==> src/rtl/spi_xfer_arb_pkg.sv <==
// Shared types and SPI register map for the two-requester SPI transfer arbiter.
package spi_xfer_arb_pkg;

  typedef enum logic [2:0] {
    StIdle,
    StSsOn,
    StTxWr,
    StGuard,
    StPoll,
    StRxRd,
    StSsOff,
    StDone
  } xfer_state_e;

  localparam logic        SpiAddrCtl    = 1'b0;
  localparam logic        SpiAddrData   = 1'b1;
  localparam int unsigned StatusBusyBit = 7;
  localparam int unsigned CtlSsBit      = 0;

  // Control-register write value with only the slave-select bit driven.
  function automatic logic [7:0] ctl_word(input logic ss);
    logic [7:0] w;
    w           = 8'h00;
    w[CtlSsBit] = ss;
    return w;
  endfunction

endpackage

==> src/rtl/spi_xfer_arb_rr_arb2.sv <==
// Two-way round-robin arbiter: combinational winner, registered last-served pointer.
module spi_xfer_arb_rr_arb2 (
  input  logic       i_clk,
  input  logic       i_reset,
  input  logic [1:0] req_i,
  input  logic       upd_i,
  input  logic       served_i,
  output logic [1:0] gnt_o
);

  logic last_q, last_d;

  // On a tie the requester that was not served last wins.
  always_comb begin
    gnt_o = 2'b00;
    unique case (req_i)
      2'b01:   gnt_o = 2'b01;
      2'b10:   gnt_o = 2'b10;
      2'b11:   gnt_o = last_q ? 2'b01 : 2'b10;
      default: gnt_o = 2'b00;
    endcase
  end

  always_comb begin
    last_d = last_q;
    if (upd_i) begin
      last_d = served_i;
    end
  end

  always_ff @(posedge i_clk) begin
    if (i_reset) begin
      last_q <= 1'b1;
    end else begin
      last_q <= last_d;
    end
  end

endmodule

==> src/rtl/spi_xfer_arb.sv <==
// Arbitrates two requesters onto one register-mapped SPI master and sequences each transfer.
module spi_xfer_arb
  import spi_xfer_arb_pkg::*;
#(
  parameter int unsigned GUARD_CYCLES = 4,
  parameter int unsigned LEN_W        = 8
) (
  input  logic             i_clk,
  input  logic             i_reset,
  input  logic [1:0]       i_req,
  input  logic [LEN_W-1:0] i_len0,
  input  logic [LEN_W-1:0] i_len1,
  input  logic [7:0]       i_tx_dat0,
  input  logic [7:0]       i_tx_dat1,
  output logic [1:0]       o_gnt,
  output logic [1:0]       o_tx_rdy,
  output logic [1:0]       o_rx_vld,
  output logic [7:0]       o_rx_dat,
  output logic [1:0]       o_done,
  output logic             o_spi_addr,
  output logic             o_spi_cs,
  output logic             o_spi_we,
  output logic [7:0]       o_spi_dat,
  input  logic [7:0]       i_spi_dat
);

  // GUARD_CYCLES must be at least 1.
  localparam int unsigned GcW = (GUARD_CYCLES > 1) ? $clog2(GUARD_CYCLES) : 1;
  localparam logic [GcW-1:0] GcLast = GcW'(GUARD_CYCLES - 1);

  xfer_state_e      state_q, state_d;
  logic             owner_q, owner_d;
  logic [LEN_W-1:0] len_q, len_d;
  logic [LEN_W-1:0] idx_q, idx_d;
  logic [GcW-1:0]   gcnt_q, gcnt_d;
  logic [1:0]       gnt_q, gnt_d;
  logic [7:0]       rx_dat_q, rx_dat_d;
  logic [1:0]       arb_gnt;
  logic             arb_upd;
  logic [1:0]       owner_oh;

  spi_xfer_arb_rr_arb2 u_rr_arb2 (
    .i_clk    (i_clk),
    .i_reset  (i_reset),
    .req_i    (i_req),
    .upd_i    (arb_upd),
    .served_i (owner_q),
    .gnt_o    (arb_gnt)
  );

  assign owner_oh = owner_q ? 2'b10 : 2'b01;
  assign o_gnt    = gnt_q;

  always_comb begin
    state_d    = state_q;
    owner_d    = owner_q;
    len_d      = len_q;
    idx_d      = idx_q;
    gcnt_d     = gcnt_q;
    gnt_d      = gnt_q;
    rx_dat_d   = rx_dat_q;
    arb_upd    = 1'b0;
    o_spi_cs   = 1'b0;
    o_spi_we   = 1'b0;
    o_spi_addr = SpiAddrCtl;
    o_spi_dat  = 8'h00;
    o_tx_rdy   = 2'b00;
    o_rx_vld   = 2'b00;
    o_done     = 2'b00;
    o_rx_dat   = rx_dat_q;

    unique case (state_q)
      StIdle: begin
        if (|i_req) begin
          owner_d = arb_gnt[1];
          len_d   = arb_gnt[1] ? i_len1 : i_len0;
          idx_d   = '0;
          gnt_d   = arb_gnt;
          state_d = StSsOn;
        end
      end
      StSsOn: begin
        o_spi_cs  = 1'b1;
        o_spi_we  = 1'b1;
        o_spi_dat = ctl_word(1'b1);
        state_d   = StTxWr;
      end
      StTxWr: begin
        o_spi_cs   = 1'b1;
        o_spi_we   = 1'b1;
        o_spi_addr = SpiAddrData;
        o_spi_dat  = owner_q ? i_tx_dat1 : i_tx_dat0;
        o_tx_rdy   = owner_oh;
        gcnt_d     = '0;
        state_d    = StGuard;
      end
      StGuard: begin
        // Bus idle while the SPI block starts shifting; busy is not trustworthy yet.
        if (gcnt_q == GcLast) begin
          state_d = StPoll;
        end else begin
          gcnt_d = gcnt_q + 1'b1;
        end
      end
      StPoll: begin
        o_spi_cs = 1'b1;
        if (!i_spi_dat[StatusBusyBit]) begin
          state_d = StRxRd;
        end
      end
      StRxRd: begin
        o_spi_cs   = 1'b1;
        o_spi_addr = SpiAddrData;
        rx_dat_d   = i_spi_dat;
        o_rx_dat   = i_spi_dat;
        o_rx_vld   = owner_oh;
        if (idx_q == len_q) begin
          state_d = StSsOff;
        end else begin
          idx_d   = idx_q + 1'b1;
          state_d = StTxWr;
        end
      end
      StSsOff: begin
        o_spi_cs  = 1'b1;
        o_spi_we  = 1'b1;
        o_spi_dat = ctl_word(1'b0);
        state_d   = StDone;
      end
      StDone: begin
        o_done  = owner_oh;
        gnt_d   = 2'b00;
        arb_upd = 1'b1;
        state_d = StIdle;
      end
      default: state_d = StIdle;
    endcase
  end

  always_ff @(posedge i_clk) begin
    if (i_reset) begin
      state_q  <= StIdle;
      owner_q  <= 1'b0;
      len_q    <= '0;
      idx_q    <= '0;
      gcnt_q   <= '0;
      gnt_q    <= 2'b00;
      rx_dat_q <= 8'h00;
    end else begin
      state_q  <= state_d;
      owner_q  <= owner_d;
      len_q    <= len_d;
      idx_q    <= idx_d;
      gcnt_q   <= gcnt_d;
      gnt_q    <= gnt_d;
      rx_dat_q <= rx_dat_d;
    end
  end

endmodule

==> config.mk <==
export PLATFORM = sky130hd
export DESIGN_NAME = spi_xfer_arb
export DESIGN_NICKNAME = d
export VERILOG_FILES = /design/src/rtl/spi_xfer_arb_pkg.sv /design/src/rtl/spi_xfer_arb_rr_arb2.sv /design/src/rtl/spi_xfer_arb.sv
export SDC_FILE = /design/constraint.sdc
export NUM_CORES = 1
export LEC_CHECK = 0
export ABC_CLOCK_PERIOD_IN_PS = 2160
export CORE_MARGIN = 1
export CORE_UTILIZATION = 39
export CTS_CLUSTER_DIAMETER = 100
export DETAILED_ROUTE_END_ITERATION = 6
export GPL_TIMING_DRIVEN = 0
export PLACE_DENSITY = 0.8
export SETUP_SLACK_MARGIN = 0.5
export SLEW_MARGIN = 25
export SYNTH_ARGS = -nofsm -noshare
export SYNTH_HDL_FRONTEND = slang
export SYNTH_SLANG_ARGS = --single-unit
==> constraint.sdc <==
create_clock -name i_clk -period 2.16 [get_ports i_clk]
set_clock_uncertainty 0.15 [all_clocks]
set_input_delay 0.54 -clock i_clk [delete_from_list [all_inputs] [get_ports i_clk]]
set_output_delay 0.54 -clock i_clk [all_outputs]
set_load 0.005 [all_outputs]
## After elaboration in Yosys (flattened, before gate mapping)

Index checks and enable logic that the tools add are counted.

| storage, ports and cells | value |
|---|---|
| output and inout port bits | 27 |
| input port bits | 44 |
| logic and storage cells | 66 |
| memories kept | 0 |
| register bits after elaboration | 33 |
| memory bits (read-only) | 0 |
| memory bits (writable) | 0 |
| bits in latches | 0 |

| cells by class | value |
|---|---|
| multiplexer cells | 26 |
| multiply operators | 0 |
| divide/modulo/power cells | 0 |
| equality and inequality tests | 17 |
| shift operators | 0 |
| add/sub/neg operators | 2 |
| magnitude comparators | 0 |
| bitwise gates (word level) | 0 |
| reductions and logical operators | 13 |

Operators with widths:

| kind | number |
|---|---|
| $mux 8 | 5 |
| $pmux 8 s2 | 2 |
| $pmux 3 s8 | 1 |
| $mux 2 | 7 |
| $eq 3x3->1 const B | 4 |
| $mux 3 | 4 |
| $ne 2x2->1 const B | 5 |
| $add 8x1->8 const B | 1 |
| $eq 8x8->1 | 1 |
| $pmux 2 s2 | 2 |
| $eq 2x2->1 const B | 3 |
| $eq 3x2->1 const B | 2 |
| $pmux 2 s3 | 1 |
| $reduce_and 2->1 | 3 |
| $reduce_and 3->1 | 2 |
| $reduce_bool 2->1 | 3 |
| $reduce_or 5->1 | 1 |
| $mux 1 | 4 |
| $reduce_or 2->1 | 2 |
| $eq 3x1->1 const B | 1 |
| $logic_not 3->1 | 1 |
| $reduce_or 3->1 | 1 |
| $add 2x1->2 const B | 1 |
| $eq 2x1->1 const B | 1 |

## Depth between registers and ports, before layout

Gate-level depths: netlist (run 1).

| logic depth | value |
|---|---|
| word-level depth | 4 |
| depth in mapped cells | 8 |
| depth with buffers taken out | 7 |

## Hierarchy

From an unflattened synthesis (run 1), not the netlist that was laid out.

| unflattened totals | value |
|---|---|
| cells, all modules | 222 |
| area, all modules | 1767.9 um2 |

Modules (own cells, without submodules):

| module | cells an instance | area an instance (um2) | times used | seq. area each (um2) |
|---|---|---|---|---|
| spi_xfer_arb | 215 | 1709.1 | 1 | 640.6 |
| spi_xfer_arb_rr_arb2 | 7 | 58.8 | 1 | 20.0 |

## Least setup slack after synthesis (run 1)

OpenSTA, ideal clock, no wires.

| timing | value |
|---|---|
| path kind | register to output |
| start | reg state_q[1] |
| end | out o_rx_dat[4] |
| stages on the path, launching flop included | 7 |
| buffers on the path | 2 |
| slack | -0.070 ns |
| arrival time | 1.540 ns |
| required time | 1.470 ns |
| path through | dfxtp_1 inv_1 ha_1 buf_4 nand2_2 buf_1 mux2_2 |

| between the ends | value |
|---|---|
| longest elaborated chain between the ends | 2 |

Ends and longest elaborated chain:

| item | line | source |
|---|---|---|
| from (decl) | spi_xfer_arb.sv:31 | `xfer_state_e state_q, state_d;` |
| from (signal assigned) | spi_xfer_arb.sv:142 | `state_q <= StIdle;` |
| from (signal assigned) | spi_xfer_arb.sv:150 | `state_q <= state_d;` |
| $eq 3x3->1 | spi_xfer_arb.sv:72 | `unique case (state_q)` |
| $mux 8 | spi_xfer_arb.sv:72 |  |
| to (decl) | spi_xfer_arb.sv:18 | `output logic [7:0] o_rx_dat,` |

No other way between the ends.

## Worst setup path in the final report (run 1)

Ends and elaborated chain as after synthesis.

==> out/metrics.cfg, run 1 <==
[status]
status=finished with violations
violations=setup timing

[layout]
stdcell_count=376
postLayoutCellArea_um2=3610
nNetsFinal=374
fin_util_pct=81.8
areaGrowthSynthToFinish_pct=99.3
n_antenna_cell=0
drive_gt1_share_pct=54.3
most-common-layout-cells=24 x buf_6, 24 x clkdlybuf4s50_1, 22 x dfxtp_1, 20 x dlygate4sd2_1, 18 x buf_2

[logic_synthesis]
synthArstFlopShare_pct=0
synth_cell_types=39
synth_xor_xnor_area_share_pct=4.35
seq_area_frac_synth_pct=36.5
synth_mux_area_share_pct=14.5
synth_adder_area_share_pct=4.83
synth_area_um2=1810
yosys_warnings=0
synthSimpleGateAreaFrac_pct=19.4
synth_top_family_by_area=simple AND/OR/NAND/NOR gates
synth_seq_cells=33
syn_inst=209
synth_ff_type=dfxtp_1
synth-edff-count=0
syn_avg_cell_area_um2=8.67
synth-compound-area-share_pct=15.8
syn_nets=260

[setup_path]
cpLargestDelayFamily=buffers and inverters
critical_path.startpoint=state_q[1]$_SDFFE_PP0P_
required_ns=1.47
reg2reg_slack_ns=0.07
path_cells=inv_2 -> ha_4 -> buf_8 -> nand2_8 -> buf_8 -> mux2_4 -> buf_6
slowest_delay_ns=0.34
path_max_fanout=6
crit_path_end_kind=output pin
cp.depth=7
slowest_stage=dfxtp_2
r2r_start=state_q[1]$_SDFFE_PP0P_
start_kind=flip-flop
r2r_cells=8
worst_path_most_repeated_cell=buf_8
path_class=flip-flop to output pin
crit_buf_inv=4
arrival_ns=1.59

[global_route]
antenna_found_initial=0
grt_overflow=0
grt_pass1_wl_mm=9.69
first_global_vias=2102
grt_max_degree=11
grt_usage_pct=24.6

[clock_tree]
cts-htree-levels=2
cts_buffers=5
clkSlewWorstSetupHoldPaths_ns=0.08
cts_buffer_depth=2
cts_root_buf=clkbuf_8
clock_sinks=33
insertion_delay_ns=0.30
cts_tree=yes
postCtsHoldBufs=0

[floorplanning]
die_x_um=70.2
design.core.area_um2=4410
die_h_um=70.2
io_pins=71
start_util_pct=41.0
die_area_um2=4920
row_count=24

[placed_design]
dp.cells=330
dpl_cell_area_um2=2630
io_buffers=69
dp_hpwl_mm=3.34
gp_congestion=0.884
dpl_worst_slack_ns=-0.372

[route]
first_pass_iters=5
vias_per_cell=5.64
wl_mm=7.16
ant_nets=0
vias=2119
wl_per_cell_um=19.0
drt_iter0_markers=82
drc=0

[pwr]
p_seq_share_pct=22.5
switching_share_pct=38.3
power_leakage_nw=1.50
p_int_w=0.00233
p_switching_w=0.00145
power_frac_comb_pct=61.0
pwr-share-clk_pct=16.5
power.density_nw_per_um2=1050
ir_drop_mv=0.756

[timing]
slew-limit-headroom_pct=60.3
finalWorstSetupSlack_ns=-0.125
period_share_pct=106
hold_slack_ns=0.345
hold_violations=0
worst_pin_slew_ns=0.595
finalCriticalPeriod_ns=2.28
finalSetupViolCount=12
final_max_slew_viol_count=0
rsz0062_at_grt=true
max_freq_mhz=438

[worst_hold_path]
whs_path_depth=1
min_from=idx_q[0]$_SDFFE_PP0P_
worstHoldPathType=flip-flop to flip-flop

[run]
drv_cap=0

==> logic make-up (layout without fill, tap and decap cells) <==
family / after synthesis / after routing
and+or+nand+nor: 71 / 72
AOI/OAI and AO/OA: 44 / 44
DFF: 33 / 33
muxes: 25 / 25
buffers and inverters: 20 / 134
xor gates and xnor gates: 9 / 9
adders and majority gates: 7 / 7
==> final cells by class <==
cell class / instances / area (µm²)
Multi-Input combinational cell: 157 / 1610
Timing Repair Buffer: 106 / 971
Fill cell: 242 / 803
Sequential cell: 33 / 679
Buffer: 12 / 140
Clock buffer: 7 / 86.3
Tap cell: 52 / 65.1
Inverter: 8 / 32.5
Clock inverter: 1 / 30.0
==> path summary, 6_finish.rpt <==
kind                           endpoint
setup / recovery            o_rx_dat[4]
hold / removal    idx_q[0]$_SDFFE_PP0P_
setup reg to reg  idx_q[7]$_SDFFE_PP0P_
hold reg to reg   idx_q[0]$_SDFFE_PP0P_
==> per-stage QoR <==
stage                     power [W]  setup TNS [ns]
after floorplan             0.00151               0
final                       0.00378          -0.920
after global routing        0.00392           -1.33
after CTS                   0.00299          -0.449
after global placement      0.00194           -3.39
after detailed placement    0.00196           -3.62
==> layer usage <==
layer  global-route usage (%)  vias to the layer above  share of wire, %
met2                     45.4                       88                54
li1                         -                      966                 -
met4                     8.00                        0               2.5
met1                     28.2                     1044                38
met3                     4.62                       21               5.5
met5                        0                        -                 0
==> power by group through the flow <==
stage / registers (W) / logic, W / clock network, W
4_1_cts: 0.000808 / 0.00158 / 0.000606
3_3_place_gp: 0.000814 / 0.00112 / 0
3_5_place_dp: 0.000816 / 0.00114 / 0
6_report: 0.000851 / 0.00230 / 0.000624
5_1_grt: 0.000857 / 0.00242 / 0.000647
2_1_floorplan: 0.000797 / 0.000714 / 0
==> cells in the mapped netlist (all sizes together), types with 2 or more instances <==
library cell,count,share of area [%]
dfxtp,33,36
nor2,32,6.6
mux2i,15,8.3
nor2b,11,3.8
o21ai,11,3.0
a211oi,10,4.1
mux2,10,6.2
a21oi,9,2.5
inv,8,1.7
nand2,8,1.8
xor2,8,3.9
ha,7,4.8
buf,6,1.7
clkbuf,6,1.2
or3,4,1.4
nor3b,3,1.2
a21o,2,0.83
a22oi,2,0.83
nand2b,2,0.69
nand3,2,0.55
nand4,2,0.69
nor4,2,0.69
o41ai,2,0.97
or4,2,0.83
==> registers in the layout, indices dropped and copies added (netlist names) <==
register	cells
u_rr_arb2.last_q	1
o_gnt	2
gcnt_q	2
rx_dat_q	8
state_q	3
idx_q	8
len_q	8
owner_q	1
==> repair_timing <==
action,4_1_cts,5_1_grt
setup endpoints to repair,52,47
pin swaps,35,19
gates cloned,2,3
resized for setup,216,81
buffers inserted,19,14
Power figures use the tool's default switching activity.
==> run 2: changes to the inputs <==
--- a/config.mk
+++ b/config.mk
@@ -7,13 +7,13 @@
 export LEC_CHECK = 0
 export ABC_CLOCK_PERIOD_IN_PS = 2160
 export CORE_MARGIN = 1
-export CORE_UTILIZATION = 39
+export CORE_UTILIZATION = 24
 export CTS_CLUSTER_DIAMETER = 100
 export DETAILED_ROUTE_END_ITERATION = 6
 export GPL_TIMING_DRIVEN = 0
-export PLACE_DENSITY = 0.8
+export PLACE_DENSITY = 0.55
 export SETUP_SLACK_MARGIN = 0.5
-export SLEW_MARGIN = 25
+export SLEW_MARGIN = 20
 export SYNTH_ARGS = -nofsm -noshare
 export SYNTH_HDL_FRONTEND = slang
 export SYNTH_SLANG_ARGS = --single-unit
==> run 2 against run 1 <==
Cell area up 3.5%; global-route usage decreased by 9.2 points; combinational power is 3% higher; clock power fell by 24%; largest cell class unchanged; critical path type unchanged; power shrank 2.4%; critical path depth is 1 higher; flip-flop and latch count unchanged; the flow still finishes with violations (setup timing).
==> out/metrics.cfg, run 2 (same netlist as run 1, synthesis figures left out) <==
[status]
status=finished with violations
violations=setup timing

[setup_path]
r2r_end=idx_q[7]$_SDFFE_PP0P_
arrival_ns=1.63
crit_path_end_kind=output pin
reg2reg_slack_ns=0
path_max_fanout=4
start_kind=flip-flop
r2r_start=state_q[1]$_SDFFE_PP0P_
required_ns=1.47
r2r_cells=9
path_class=flip-flop to output pin

[worst_hold_path]
worstHoldPathType=flip-flop to flip-flop
hold_path_end=o_gnt[1]$_SDFFE_PP0P_
whs_path_depth=2
min_from=o_gnt[1]$_SDFFE_PP0P_

[floorplanning]
start_util_pct=24.8
io_pins=71
die_h_um=88.9
die_x_um=88.9
design.core.area_um2=7290
row_count=31
die_area_um2=7900

[timing]
slew-limit-headroom_pct=61.4
finalWorstSetupSlack_ns=-0.157
finalSetupViolCount=9
finalCriticalPeriod_ns=2.32
final_max_slew_viol_count=0
max_freq_mhz=432
hold_violations=0
rsz0062_at_grt=true
worst_pin_slew_ns=0.580
hold_slack_ns=0.330
period_share_pct=107

[layout]
drive_gt1_share_pct=54.5
stdcell_count=431
areaGrowthSynthToFinish_pct=106
n_antenna_cell=0
most-common-layout-cells=38 x clkdlybuf4s50_1, 30 x buf_6, 24 x dfxtp_1, 21 x buf_4, 15 x buf_2
final_common_cell=clkdlybuf4s50_1
reg_top3=idx_q x8, len_q x8, rx_dat_q x8
nNetsFinal=383
postLayoutCellArea_um2=3740

[global_route]
grt_pass1_wl_mm=9.37
grt_overflow=0
met1_usage_pct=19.1
first_global_vias=1917
use_met2_pct=26.9
globalRoute.busiestLayer=met2
grt_max_degree=11
antenna_found_initial=0
grt_usage_pct=15.4
use_met3_pct=3.36

[placed_design]
dp_hpwl_mm=3.65
dpl_cell_area_um2=2690
io_buffers=69
dp.cells=377
gp_congestion=0.741

[route]
wl_per_cell_um=14.0
vias_per_cell=4.55
drt_iter0_markers=43
ant_nets=0
first_pass_iters=4
drc=0
vias=1963
wl_mm=6.02

[clock_tree]
insertion_delay_ns=0.28
cts_root_buf=clkbuf_8
cts_tree=yes
cts_buffers=5
clkSlewWorstSetupHoldPaths_ns=0.07
cts-htree-levels=2
cts_buffer_depth=2
clock_sinks=33

[pwr]
finalPower_w=0.00369
power.density_nw_per_um2=986
power_leakage_nw=1.53
ir_drop_mv=0.447

[run]
drv_cap=0

## run 2: layer usage
metal	part of all wire, %	routed length [µm]
met5	0	0
met4	1.3	81
met3	4.2	252
met2	52	3110
met1	43	2580
## run 2: how the worst max path moves through the flow
stage                             from            to  slack, ns  depth (start not counted)
6_report       state_q[1]$_SDFFE_PP0P_   o_rx_dat[4]      -0.16                          8
5_1_grt        state_q[1]$_SDFFE_PP0P_   o_rx_dat[4]      -0.22                          8
4_1_cts        state_q[1]$_SDFFE_PP0P_   o_rx_dat[4]      -0.16                          8
3_5_place_dp              i_tx_dat1[0]  o_spi_dat[0]      -0.37                          5
3_3_place_gp              i_tx_dat1[0]  o_spi_dat[0]      -0.38                          5
2_1_floorplan  state_q[1]$_SDFFE_PP0P_   o_rx_dat[4]       0.31                          6
## run 2: final cells by class
cell class,count,area [µm²]
plain buffers,12,165
clock buffers,7,86.3
fillers,690,3550
inverters,8,38.8
multi-input cells,157,1570
flip-flops and latches,33,677
well taps,99,124
repair buffers,115,1080
## run 2: critical path, stage by stage, from the launching register on
cell and delay, ns:
dfxtp_2 0.34, inv_2 0.05, ha_4 0.15, buf_8 0.12
nand2_8 0.06, buf_8 0.11, buf_6 0.10, mux2_4 0.30
buf_6 0.12
## run 2: what timing repair did
action	CTS	global route
gates resized for setup	207	81
setup endpoints to repair	52	50
hold buffers	0	0
cloned	3	1
pin swaps	24	31
hold endpoints to repair	0	0
setup buffers	20	23
## run 2: power breakdown
| part | internal (W) | total, W | switching [W] |
|---|---|---|---|
| clock network | 0.000253 | 0.000472 | 0.000219 |
| registers | 0.000722 | 0.000839 | 0.000117 |
| logic | 0.00136 | 0.00238 | 0.00102 |
## run 2: through the flow
step / worst slack (ns) / utilization [%] / TNS, ns
2_1_floorplan: 0.307 / - / 0
3_3_place_gp: -0.376 / 36.8 / -3.81
3_5_place_dp: -0.370 / 36.8 / -3.85
4_1_cts: -0.159 / 46.2 / -0.898
5_1_grt: -0.221 / 51.3 / -1.48
6_report: -0.157 / 51.3 / -0.837
==> run 3: changes to the inputs <==
--- a/config.mk
+++ b/config.mk
@@ -7,11 +7,11 @@
 export LEC_CHECK = 0
 export ABC_CLOCK_PERIOD_IN_PS = 2160
 export CORE_MARGIN = 1
-export CORE_UTILIZATION = 24
+export CORE_UTILIZATION = 39
 export CTS_CLUSTER_DIAMETER = 100
 export DETAILED_ROUTE_END_ITERATION = 6
 export GPL_TIMING_DRIVEN = 0
-export PLACE_DENSITY = 0.55
+export PLACE_DENSITY = 0.8
 export SETUP_SLACK_MARGIN = 0.5
 export SLEW_MARGIN = 20
 export SYNTH_ARGS = -nofsm -noshare
==> constraint.sdc (replaced) <==
create_clock -name i_clk -period 2.16 [get_ports i_clk]
set_clock_uncertainty 0.15 [all_clocks]
set_input_delay 0.216 -clock i_clk [delete_from_list [all_inputs] [get_ports i_clk]]
set_output_delay 0.216 -clock i_clk [all_outputs]
set_load 0.005 [all_outputs]
==> run 3 against run 2 <==
The flow now finishes without violations; combinational power grew 3%; register-to-register slack better by 0.08 ns; sequential share of layout area rose by 0.73 points; global-route usage rose by 9.9 points; utilization rose by 30 points; routed wire length grew 20%; critical path depth stayed put; maximum frequency is 11% higher; critical endpoint is now idx_q[7]$_SDFFE_PP0P_.
==> out/metrics.cfg, run 3 (same netlist as run 1, synthesis figures left out) <==
[timing]
final_max_slew_viol_count=0
hold_slack_ns=0.231
hold_violations=0
finalCriticalPeriod_ns=2.08
worst_pin_slew_ns=0.610
slew-limit-headroom_pct=59.3
period_share_pct=96.2
finalSetupViolCount=0
max_freq_mhz=481
rsz0062_at_grt=true
setup_tns_ns=0

[global_route]
grt_max_degree=13
grt_usage_pct=25.3
grt_overflow=0
first_global_vias=1975
grt_pass1_wl_mm=9.73
antenna_found_initial=0

[layout]
seq_area_um2=676
multi_input_area_um2=1520
n_fill_cell=223
areaGrowthSynthToFinish_pct=98.0
most-common-layout-cells=44 x clkdlybuf4s50_1, 32 x buf_4, 28 x buf_6, 23 x dfxtp_1, 17 x buf_2
reg_top3=idx_q x8, len_q x8, rx_dat_q x8
postLayoutCellArea_um2=3590
nNetsFinal=388
drive_gt1_share_pct=52.1
final_common_cell=clkdlybuf4s50_1
stdcell_count=390
n_antenna_cell=0

[setup_path]
path_max_fanout=7
arrival_ns=2.16
start_kind=flip-flop
crit_path_end_kind=flip-flop
required_ns=2.24
path_class=flip-flop to flip-flop

[status]
status=complete, no violations

[floorplanning]
design.core.area_um2=4410
die_area_um2=4920
start_util_pct=41.0
die_h_um=70.2
io_pins=71
die_x_um=70.2
row_count=24

[route]
first_pass_iters=4
wl_per_cell_um=18.6
wl_mm=7.26
vias=2134
drc=0
vias_per_cell=5.47
drt_iter0_markers=105
ant_nets=0

[clock_tree]
postCtsHoldBufs=0
cts_root_buf=clkbuf_8
cts-htree-levels=2
clock_sinks=33
cts_buffer_depth=2
clkSlewWorstSetupHoldPaths_ns=0.08
cts_tree=yes
insertion_delay_ns=0.31
cts_buffers=5

[worst_hold_path]
worstHoldPathType=primary input to flip-flop

[pwr]
power_leakage_nw=1.49
power.density_nw_per_um2=1050
ir_drop_mv=0.770

[placed_design]
dp_hpwl_mm=3.42
io_buffers=69
gp_congestion=0.822
dp.cells=330
dpl_cell_area_um2=2600

[run]
drv_cap=0

[run 3: what timing repair did]
action / 4_1_cts / 5_1_grt
pin swaps: 22 / 23
buffers inserted: 28 / 20
cloned: 3 / 1
setup endpoints to repair: 50 / 50
hold endpoints to repair: 0 / 0
gates resized for setup: 154 / 98
[run 3: layout make-up]
type | count | share of cell area (%)
multi-input combinational | 157 | 42.4
inverter | 8 | 1.12
tap | 52 | 1.81
clock buffer | 5 | 1.92
timing repair buffer | 120 | 30.0
buffer | 12 | 3.28
clock inverter | 3 | 0.628
sequential | 33 | 18.8
[run 3: worst max-delay path, cell delays in order, from the launching register on]
cell and delay [ns]:
dfxtp_2 0.34, inv_2 0.08, ha_4 0.13, buf_6 0.12, nand2_8 0.06, buf_4 0.14
or4_4 0.53, or3_4 0.34, a21oi_2 0.11
[run 3: layer usage]
layer | vias to the layer above | track usage [%] | routed length, µm | part of all wire [%]
met5 | - | 0 | 0 | 0
met4 | 0 | 7.56 | 142 | 2.0
met3 | 17 | 7.22 | 239 | 3.3
met2 | 63 | 43.4 | 3860 | 53
met1 | 1058 | 30.6 | 3020 | 42
li1 | 996 | - | - | -
[run 3: where the power goes]
part / internal [W] / leakage [nW] / switching [W]
sequential: 0.000725 / 0.273 / 0.000108
combinational: 0.00132 / 1.18 / 0.00112
clock: 0.000226 / 0.0364 / 0.000269
total: 0.00228 / 1.49 / 0.00150
[run 3: path summary, 6_finish.rpt]
kind / start / slack, ns / to / cells past startpoint
setup / recovery: state_q[1]$_SDFFE_PP0P_ / 0.08 / idx_q[7]$_SDFFE_PP0P_ / 8
hold / removal: i_reset / 0.23 / rx_dat_q[2]$_SDFF_PP0_ / 2
setup reg to reg: state_q[1]$_SDFFE_PP0P_ / 0.08 / idx_q[7]$_SDFFE_PP0P_ / 8
hold reg to reg: o_gnt[1]$_SDFFE_PP0P_ / 0.34 / o_gnt[1]$_SDFFE_PP0P_ / 2
[run 3: through the flow]
step / worst slack, ns / total power [W] / util (%)
floorplan: 0.328 / 0.00149 / -
global placement: -0.0460 / 0.00192 / 58.8
detailed placement: -0.0555 / 0.00195 / 58.8
CTS: 0.144 / 0.00297 / 71.8
global route: 0.0333 / 0.00392 / 81.3
finish: 0.0818 / 0.00377 / 81.3
